==> config.mk <==
export PLATFORM = sky130hd
export DESIGN_NAME = mmio_timer_regs_flat
export DESIGN_NICKNAME = d
export VERILOG_FILES = /design/src/rtl/mmio_timer_regs_if.sv /design/src/rtl/mmio_timer_regs.sv /design/src/flat_wrapper.sv
export SDC_FILE = /design/constraint.sdc
export NUM_CORES = 1
export LEC_CHECK = 0
export CORE_ASPECT_RATIO = 0.8
export CORE_MARGIN = 2
export CORE_UTILIZATION = 50
export CTS_CLUSTER_DIAMETER = 30
export DETAILED_ROUTE_END_ITERATION = 10
export PLACE_DENSITY = 0.78
export SYNTH_ARGS = -nofsm -noshare
export SYNTH_HDL_FRONTEND = slang
export SYNTH_SLANG_ARGS = --single-unit
export TNS_END_PERCENT = 1
==> constraint.sdc <==
create_clock -name clk -period 20.3 [get_ports clk]
set_input_delay 4.06 -clock clk [delete_from_list [all_inputs] [get_ports clk]]
set_output_delay 4.06 -clock clk [all_outputs]
set_load 0.03 [all_outputs]
==> src/rtl/mmio_timer_regs_if.sv <==
// Bus bundle between the core's data-port MMIO decode and the timer
// register block. The master drives the access strobe, byte enables,
// word index and store data. The slave returns the registered load
// data and the timer interrupt level.
interface mmio_timer_regs_if;
    logic        i_mmio_enable;
    logic [3:0]  i_we;
    logic [2:0]  i_addr;
    logic [31:0] i_wdata;
    logic [31:0] o_rdata;
    logic        o_timer_irq;

    modport master (
        output i_mmio_enable, i_we, i_addr, i_wdata,
        input  o_rdata, o_timer_irq
    );

    modport slave (
        input  i_mmio_enable, i_we, i_addr, i_wdata,
        output o_rdata, o_timer_irq
    );
endinterface

==> src/rtl/mmio_timer_regs.sv <==
// MMIO register responder: 64-bit prescaled mtime/mtimecmp timer,
// sticky pending flag (write-1-to-clear), scratch register and registered
// read data. A read of MTIME_LO snapshots the upper half into a shadow so
// that a following MTIME_HI read returns a coherent 64-bit value.
module mmio_timer_regs #(
    parameter int          PRESCALE_W     = 8,
    parameter logic [63:0] MTIMECMP_RESET = 64'hFFFF_FFFF_FFFF_FFFF
) (
    input  logic             clk,
    input  logic             reset,
    mmio_timer_regs_if.slave bus
);

    // CTRL keeps only EN, IE and the PRESC field; every other bit reads 0.
    localparam logic [31:0] PRESC_FIELD = ((32'd1 << PRESCALE_W) - 32'd1) << 8;
    localparam logic [31:0] CTRL_MASK   = PRESC_FIELD | 32'h0000_0003;

    localparam logic [2:0] A_CTRL     = 3'd0;
    localparam logic [2:0] A_MTIME_LO = 3'd1;
    localparam logic [2:0] A_MTIME_HI = 3'd2;
    localparam logic [2:0] A_CMP_LO   = 3'd3;
    localparam logic [2:0] A_CMP_HI   = 3'd4;
    localparam logic [2:0] A_STATUS   = 3'd5;
    localparam logic [2:0] A_SCRATCH  = 3'd6;

    logic [31:0]           ctrl_q,      ctrl_d;
    logic [PRESCALE_W-1:0] presc_cnt_q, presc_cnt_d;
    logic [63:0]           mtime_q,     mtime_d;
    logic [63:0]           mtimecmp_q,  mtimecmp_d;
    logic [31:0]           hi_shadow_q, hi_shadow_d;
    logic [31:0]           scratch_q,   scratch_d;
    logic                  pend_q,      pend_d;
    logic                  irq_q,       irq_d;
    logic [31:0]           rdata_q,     rdata_d;

    logic                  wr_en;
    logic                  rd_en;
    logic                  tick;
    logic                  cmp;
    logic                  w1c;
    logic [PRESCALE_W-1:0] presc;

    // Replace only the bytes whose strobe is set.
    function automatic logic [31:0] merge_bytes(input logic [31:0] old_v,
                                                input logic [31:0] new_v,
                                                input logic [3:0]  be);
        logic [31:0] r;
        for (int b = 0; b < 4; b++) begin
            r[8*b +: 8] = be[b] ? new_v[8*b +: 8] : old_v[8*b +: 8];
        end
        return r;
    endfunction

    assign wr_en = bus.i_mmio_enable && (bus.i_we != 4'b0000);
    assign rd_en = bus.i_mmio_enable && (bus.i_we == 4'b0000);
    assign presc = ctrl_q[8 +: PRESCALE_W];
    assign tick  = ctrl_q[0] && (presc_cnt_q == presc);
    assign cmp   = (mtime_q >= mtimecmp_q);

    // Next-state logic: timer advance, bus writes (which win over the tick), pending flag and read mux.
    always_comb begin
        ctrl_d      = ctrl_q;
        presc_cnt_d = presc_cnt_q;
        mtime_d     = mtime_q;
        mtimecmp_d  = mtimecmp_q;
        hi_shadow_d = hi_shadow_q;
        scratch_d   = scratch_q;
        rdata_d     = rdata_q;
        w1c         = 1'b0;

        if (ctrl_q[0]) begin
            presc_cnt_d = tick ? '0 : presc_cnt_q + 1'b1;
        end
        if (tick) begin
            mtime_d = mtime_q + 64'd1;
        end

        if (wr_en) begin
            case (bus.i_addr)
                A_CTRL: begin
                    ctrl_d      = merge_bytes(ctrl_q, bus.i_wdata, bus.i_we) & CTRL_MASK;
                    presc_cnt_d = '0;
                end
                A_MTIME_LO: mtime_d = {mtime_q[63:32],
                                       merge_bytes(mtime_q[31:0], bus.i_wdata, bus.i_we)};
                A_MTIME_HI: mtime_d = {merge_bytes(mtime_q[63:32], bus.i_wdata, bus.i_we),
                                       mtime_q[31:0]};
                A_CMP_LO:   mtimecmp_d[31:0]  = merge_bytes(mtimecmp_q[31:0], bus.i_wdata, bus.i_we);
                A_CMP_HI:   mtimecmp_d[63:32] = merge_bytes(mtimecmp_q[63:32], bus.i_wdata, bus.i_we);
                A_STATUS:   w1c = bus.i_we[0] && bus.i_wdata[0];
                A_SCRATCH:  scratch_d = merge_bytes(scratch_q, bus.i_wdata, bus.i_we);
                default: ;
            endcase
        end

        // A compare hit in the same cycle as a clear keeps the flag set.
        pend_d = (pend_q && !w1c) || cmp;
        irq_d  = pend_q && ctrl_q[1];

        if (rd_en) begin
            case (bus.i_addr)
                A_CTRL:     rdata_d = ctrl_q;
                A_MTIME_LO: begin
                    rdata_d     = mtime_q[31:0];
                    hi_shadow_d = mtime_q[63:32];
                end
                A_MTIME_HI: rdata_d = hi_shadow_q;
                A_CMP_LO:   rdata_d = mtimecmp_q[31:0];
                A_CMP_HI:   rdata_d = mtimecmp_q[63:32];
                A_STATUS:   rdata_d = {31'd0, pend_q};
                A_SCRATCH:  rdata_d = scratch_q;
                default:    rdata_d = 32'd0;
            endcase
        end
    end

    // State registers; reset clears everything immediately, aborting any in-flight access.
    always_ff @(posedge clk or posedge reset) begin
        if (reset) begin
            ctrl_q      <= 32'd0;
            presc_cnt_q <= '0;
            mtime_q     <= 64'd0;
            mtimecmp_q  <= MTIMECMP_RESET;
            hi_shadow_q <= 32'd0;
            scratch_q   <= 32'd0;
            pend_q      <= 1'b0;
            irq_q       <= 1'b0;
            rdata_q     <= 32'd0;
        end else begin
            ctrl_q      <= ctrl_d;
            presc_cnt_q <= presc_cnt_d;
            mtime_q     <= mtime_d;
            mtimecmp_q  <= mtimecmp_d;
            hi_shadow_q <= hi_shadow_d;
            scratch_q   <= scratch_d;
            pend_q      <= pend_d;
            irq_q       <= irq_d;
            rdata_q     <= rdata_d;
        end
    end

    assign bus.o_rdata     = rdata_q;
    assign bus.o_timer_irq = irq_q;

endmodule

==> src/flat_wrapper.sv <==
// flat-port wrapper written by rule: the top's interface ports become plain ports
module mmio_timer_regs_flat 
#(
    parameter int          PRESCALE_W     = 8,
    parameter logic [63:0] MTIMECMP_RESET = 64'hFFFF_FFFF_FFFF_FFFF
)
  (clk, reset, bus_i_mmio_enable, bus_i_we, bus_i_addr, bus_i_wdata, bus_o_rdata, bus_o_timer_irq);
  mmio_timer_regs_if bus_i ();
  input  logic clk;
  input  logic reset;
  input wire logic [$bits(bus_i.i_mmio_enable)-1:0] bus_i_mmio_enable;
  input wire logic [$bits(bus_i.i_we)-1:0] bus_i_we;
  input wire logic [$bits(bus_i.i_addr)-1:0] bus_i_addr;
  input wire logic [$bits(bus_i.i_wdata)-1:0] bus_i_wdata;
  output wire logic [$bits(bus_i.o_rdata)-1:0] bus_o_rdata;
  output wire logic [$bits(bus_i.o_timer_irq)-1:0] bus_o_timer_irq;
  assign bus_i.i_mmio_enable = bus_i_mmio_enable;
  assign bus_i.i_we = bus_i_we;
  assign bus_i.i_addr = bus_i_addr;
  assign bus_i.i_wdata = bus_i_wdata;
  assign bus_o_rdata = bus_i.o_rdata;
  assign bus_o_timer_irq = bus_i.o_timer_irq;
  mmio_timer_regs #(.PRESCALE_W(PRESCALE_W), .MTIMECMP_RESET(MTIMECMP_RESET)) u_core (.clk(clk), .reset(reset), .bus(bus_i));
endmodule
==> results.yml, run 1 <==
run_status:
  status: "complete, but fails checks"
  violations: "capacitance limit, slew limit"
floorplanning:
  ios: 75
  die_area_um2: 30600
  design.core.area_um2: 28600
  start_util_pct: 51.2
  die_w_um: 195
  die_h_um: 157
  fp-row-count: 55
grt:
  grt.total_usage_pct: 32.8
  grt_pass1_vias: 12700
  grt_pass1_wl_um: 76600
  overflow: 0
  antenna_found_initial: 4
  grt_max_degree: 113
detailed_routing:
  drc_errors: 0
  final_antenna_net_count: 0
  routed_wl_um: 50200
  vias: 13300
  dr.pass1.iters: 7
  via_per_inst: 6.69
  wire_per_inst_um: 25.3
  first_iter_violations: 1756
logic_synthesis:
  syn_inst: 1502
  synth_cell_type_count: 83
  synth_area_per_cell_um2: 9.74
  synth_fp_nets: 1610
  syn_area_um2: 14600
  synthFlopType: "dfrtp_1"
  synthArstFlopShare_pct: 100
  seq_area_frac_synth_pct: 42.3
  yosys_warnings: 0
  synth_edf_count: 0
  ys_seq_elements: 244
placement:
  port_buffers: 74
  dpl.hpwl_um: 35100
  placed_area_um2: 15600
  place_congestion: 0.969
pwr:
  leakage_uw: 0.00741
  ir_drop_uv: 59.4
  p_total_uw: 2200
  p_per_area_nw_per_um2: 125
timing:
  rsz0062_at_grt: "false"
  setup_tns_ns: 0
  period_minus_slack_ns: 7.18
  fin_crit_sh_pct: 35.4
  drv_slew: 5
  finalSetupViolations: 0
  finalHoldViolCount: 0
  max_freq_mhz: 139
  skew_ns: 0.0226
  tightestPinTransition_ns: 1.57
  slew_headroom_pct: -5.33
layout:
  drive_gt1_share_pct: 21.3
  final_area_um2: 17600
  nNetsFinal: 1676
  fin_util_pct: 61.6
  syn_to_final_growth_pct: 20.4
cts:
  cts.clk_slew.worst_paths_ns: 0.05
  cts_resized: 0
  cts_made_buffers: 54
  cts_sinks: 244
  cts_hold_buf: 0
  postCtsSetupBuffers: 0
  cts_tree: "done"
  htree_levels: 2
  clockBufferDepth: 3
  clk_latency_ns: 0.57
  cts.root.buffer_cell: "clkbuf_16"
critical_path:
  cp.required_ns: 20.75
  cp.arrival_ns: 7.64
  cp_num_cells: 7
  worstSetupEndpointType: "flop"
  crit_chain: "clkdlybuf4s50_1 -> o41a_1 -> o21ai_2 -> nand2_1 -> nor4_1 -> a211oi_1 -> a221oi_1"
  reg2regPathDepth: 6
  critical_path.n_buffers_inverters: 1
  crit_family: "compound AO/OA/AOI/OAI gates"
  max_stage_delay_ns: 1.18
  critPathSlowestCell: "nor4_1"
  cp-start-kind: "input pin"
  path_class: "input pin to flop"
  crit_fanout: 18
flow_run:
  max_cap_violations: 1
hold_path:
  hold_depth: 2
  hp-class: "flop to flop"
==> worst min-delay path, cell delays in order, from the launching register on <==
cell,delay (ns)
dfrtp_1,0.34
nand2_1,0.05
o21ai_0,0.06
==> cell type report <==
class | count | area [um2]
Fill cell | 2342 | 11000
Multi-Input combinational cell | 1097 | 7820
Sequential cell | 244 | 6190
Clock buffer | 70 | 1570
Timing Repair Buffer | 95 | 883
Tap cell | 370 | 463
Clock inverter | 32 | 389
Inverter | 76 | 293
Antenna cell | 2 | 5.00
==> cell usage in the layout (no fill, tap or decap), types with 40 or more instances in the layout <==
master,synthesis,final
nand3_1,59,58
a21oi_1,83,83
nand4_1,40,40
nor2_1,94,94
clkbuf_16,0,57
mux2_2,133,133
dfrtp_1,180,180
nand2_1,127,127
dfstp_2,64,64
ha_1,66,66
inv_1,76,75
o21ai_0,65,65
clkdlybuf4s50_1,0,71
==> per-layer routing <==
metal	track usage, %	part of all wire, %
met5	0	0.068
met4	11.3	3.0
met3	8.66	11
met2	48.2	43
met1	46.8	43
==> cell usage after synthesis, types with 11 or more instances <==
master	count	area share (%)
and4_1	11	0.66
inv_1	76	2.0
nand2b_1	12	0.51
o211ai_1	11	0.56
a21oi_1	83	2.8
mux2_2	133	10
o21ai_0	65	2.2
a211oi_1	15	0.77
nand2_1	127	3.3
ha_1	66	5.6
a22oi_1	20	1.0
o22ai_1	14	0.60
or4_1	12	0.62
and3_1	30	1.3
nor2_1	94	2.4
nand4_1	40	1.7
nor4_1	13	0.56
dfstp_2	64	11
a22o_1	15	0.90
clkbuf_1	56	1.4
dfrtp_1	180	31
mux2i_1	32	2.2
nor3_1	38	1.3
a221oi_1	28	1.7
and2_1	14	0.60
buf_2	22	0.75
a31oi_1	14	0.60
nand3_1	59	2.0
==> logic make-up (layout without fill, tap and decap cells) <==
logic type                 count (synthesis)  after routing  synth area share (%)
AOI/OAI and AO/OA                        353            353                  16.5
DFF                                      244            244                  42.3
buffers and inverters                    161            273                  4.38
muxes                                    166            166                  12.6
and+or+nand+nor                          497            497                  17.7
adders and majority gates                 66             66                  5.65
other                                      0              2                     0
xor gates and xnor gates                  15             15                 0.898
==> stage by stage <==
stage          hold slack, ns  instances  setup slack [ns]
2_1_floorplan           0.446       1502              9.64
3_3_place_gp            0.462       1882             12.98
3_5_place_dp            0.470       1882             12.88
4_1_cts                 0.481       1984             13.45
5_1_grt                 0.494       1986             13.16
6_report                0.480       1986             13.12
==> power by group <==
group          internal [uW]  switching [uW]
Sequential               619             142
Combinational            225             287
Clock                    623             300
==> flip-flops by register name (all words and copies together), names as in the netlist <==
| signal | count |
|---|---|
| u_core.bus.o_rdata | 32 |
| u_core.bus.o_timer_irq | 1 |
| u_core.ctrl_q | 10 |
| u_core.hi_shadow_q | 32 |
| u_core.mtime_q | 64 |
| u_core.mtimecmp_q | 64 |
| u_core.pend_q | 1 |
| u_core.presc_cnt_q | 8 |
| u_core.scratch_q | 32 |
==> final timing paths <==
check	to	start	slack, ns
max	u_core.mtime_q[52]$_DFFE_PP0P_	bus_i_we[1]	13.12
min	u_core.bus.o_rdata[19]$_DFFE_PP0P_	u_core.bus.o_rdata[19]$_DFFE_PP0P_	0.48
max reg2reg	u_core.mtime_q[52]$_DFFE_PP0P_	u_core.mtime_q[21]$_DFFE_PP0P_	16.60
min reg2reg	u_core.bus.o_rdata[19]$_DFFE_PP0P_	u_core.bus.o_rdata[19]$_DFFE_PP0P_	0.48
max in group asynchronous	u_core.mtime_q[47]$_DFFE_PP0P_	reset	14.86
min in group asynchronous	u_core.bus.o_rdata[4]$_DFFE_PP0P_	reset	4.00
Power figures use the tool's default switching activity.
==> run 2, diff against run 1 <==
clock period = 6.71 ns   (was 20.3 ns; I/O delays follow)
==> run 2 against run 1 <==
  * The flow now finishes without violations
  * Register-to-register slack got worse by 13 ns
  * Non-clock buffer count increased by 1
  * Sequential power increased to 3.0 times the previous value
  * Via count decreased by 1.6%
  * Sequential cell count unchanged
  * Sequential share of layout area increased by 0.13 points
  * Critical path type unchanged
  * Critical endpoint unchanged
==> results.yml, run 2 (same netlist as run 1, synthesis figures left out) <==
critical_path:
  critical_path.n_buffers_inverters: 1
  crit_chain: "clkdlybuf4s50_1 -> o41a_1 -> o21ai_2 -> nand2_1 -> nor4_1 -> a211oi_1 -> a221oi_1"
  max_stage_delay_ns: 1.08
  worstSetupEndpointType: "flop"
  crit_fanout: 18
  cp.arrival_ns: 4.72
  cp.required_ns: 7.18
  crit_family: "compound AO/OA/AOI/OAI gates"
  critPathSlowestCell: "nor4_1"
  path_class: "input pin to flop"
  cp-start-kind: "input pin"
timing:
  finalWorstSetupSlack_ns: 2.46
  skew_ns: 0.0184
  finalHoldViolCount: 0
  tightestPinTransition_ns: 1.43
  drv_slew: 0
  finalSetupViolations: 0
  setup_tns_ns: 0
  max_freq_mhz: 235
  rsz0062_at_grt: "false"
  slew_headroom_pct: 3.88
  period_minus_slack_ns: 4.25
  fin_crit_sh_pct: 63.4
detailed_routing:
  routed-wl-met2_um: 21000
  met3_length_um: 6020
  first_iter_violations: 1643
  drc_errors: 0
  dr.pass1.iters: 6
  wire_per_inst_um: 25.4
  top_layer: "met5"
  vias: 13100
  met1_length_um: 21700
  final_antenna_net_count: 0
  via_per_inst: 6.58
  routed_wl_um: 50400
cts:
  cts_sinks: 244
  clockBufferDepth: 3
  cts_tree: "done"
  cts_made_buffers: 54
  postCtsSetupBuffers: 0
  cts_hold_buf: 0
  htree_levels: 2
  cts_resized: 0
  cts.clk_slew.worst_paths_ns: 0.05
  clk_latency_ns: 0.58
  cts.root.buffer_cell: "clkbuf_16"
floorplanning:
  die_h_um: 157
  fp-row-count: 55
  die_area_um2: 30600
  ios: 75
  die_w_um: 195
  start_util_pct: 51.2
  design.core.area_um2: 28600
grt:
  antenna_found_initial: 3
  grt_pass1_vias: 12800
  grt_pass1_wl_um: 77000
  grt.total_usage_pct: 33.1
  grt_max_degree: 80
  overflow: 0
layout:
  syn_to_final_growth_pct: 19.9
  fillers: 2338
  nNetsFinal: 1677
  register_area_um2: 6190
  multi_input_area_um2: 7820
  stdcell_count: 1986
  drive_gt1_share_pct: 21.3
  reg_top3: "u_core.mtime_q x64, u_core.mtimecmp_q x64"
  layout_common_cells: "180 x dfrtp_1, 133 x mux2_2, 127 x nand2_1, 94 x nor2_1, 83 x a21oi_1"
  final_common_cell: "dfrtp_1"
  final_area_um2: 17500
hold_path:
  hp-class: "flop to flop"
run_status:
  status: "finished clean"
pwr:
  ir_drop_uv: 211
  leakage_uw: 0.00737
  p_per_area_nw_per_um2: 373
placement:
  dp_slack_ns: 2.05
  dpl.hpwl_um: 35700
  dp.cells: 1883
  port_buffers: 74
  placed_area_um2: 15600
  place_congestion: 1.00
flow_run:
  max_cap_violations: 0
-- run 2: cell count changes in the layout (fill, tap and decap cells not counted) --
cell,delta
clkinv_2,+5
inv_8,-2
clkinv_8,+2
buf_4,+1
clkinv_16,+1
clkbuf_8,-5
inv_6,-2
clkbuf_16,-3
clkinvlp_4,+3
-- run 2: final cells by class --
class                   instances  share of cell area, %
clock buffers                  62                   8.11
flip-flops and latches        244                   35.3
clock inverters                39                   2.64
repair buffers                 96                   5.08
inverters                      76                   1.65
well taps                     370                   2.64
diodes                          2                 0.0285
multi-input cells            1097                   44.6
-- run 2: power by group --
group / switching (uW) / leakage [uW] / internal, uW
registers: 432 / 0.00291 / 1870
clock network: 936 / 0.000892 / 1770
logic: 856 / 0.00357 / 675
-- run 2: layer usage --
metal | global-route usage (%) | up-vias
met5 | 0 | -
li1 | - | 5790
met2 | 47.2 | 723
met1 | 46.4 | 6454
met3 | 11.9 | 107
met4 | 11.8 | 2
-- run 2: worst min-delay path, cell delays in order (launching register included) --
cell     delay, ns
dfrtp_1       0.33
nand2_1       0.05
o21ai_0       0.06
-- run 2: path summary, 6_finish.rpt --
check | startpoint | endpoint | slack, ns | depth (start not counted)
max reg2reg | u_core.mtime_q[21]$_DFFE_PP0P_ | u_core.mtime_q[52]$_DFFE_PP0P_ | 3.20 | 6
max | bus_i_we[1] | u_core.mtime_q[52]$_DFFE_PP0P_ | 2.46 | 7
min | u_core.hi_shadow_q[13]$_DFFE_PP0P_ | u_core.hi_shadow_q[13]$_DFFE_PP0P_ | 0.48 | 2
min reg2reg | u_core.hi_shadow_q[13]$_DFFE_PP0P_ | u_core.hi_shadow_q[13]$_DFFE_PP0P_ | 0.48 | 2
max in group asynchronous | reset | u_core.hi_shadow_q[14]$_DFFE_PP0P_ | 3.86 | 3
min in group asynchronous | reset | u_core.bus.o_rdata[0]$_DFFE_PP0P_ | 1.31 | 2
-- run 2: metrics by stage --
| stage | utilization, % | hold WS (ns) | total power (uW) |
|---|---|---|---|
| after floorplan | - | 0.446 | 3220 |
| after global placement | 54.8 | 0.460 | 3720 |
| after detailed placement | 54.8 | 0.467 | 3790 |
| after CTS | 61.4 | 0.478 | 6510 |
| after global routing | 61.4 | 0.502 | 6830 |
| final | 61.4 | 0.478 | 6540 |
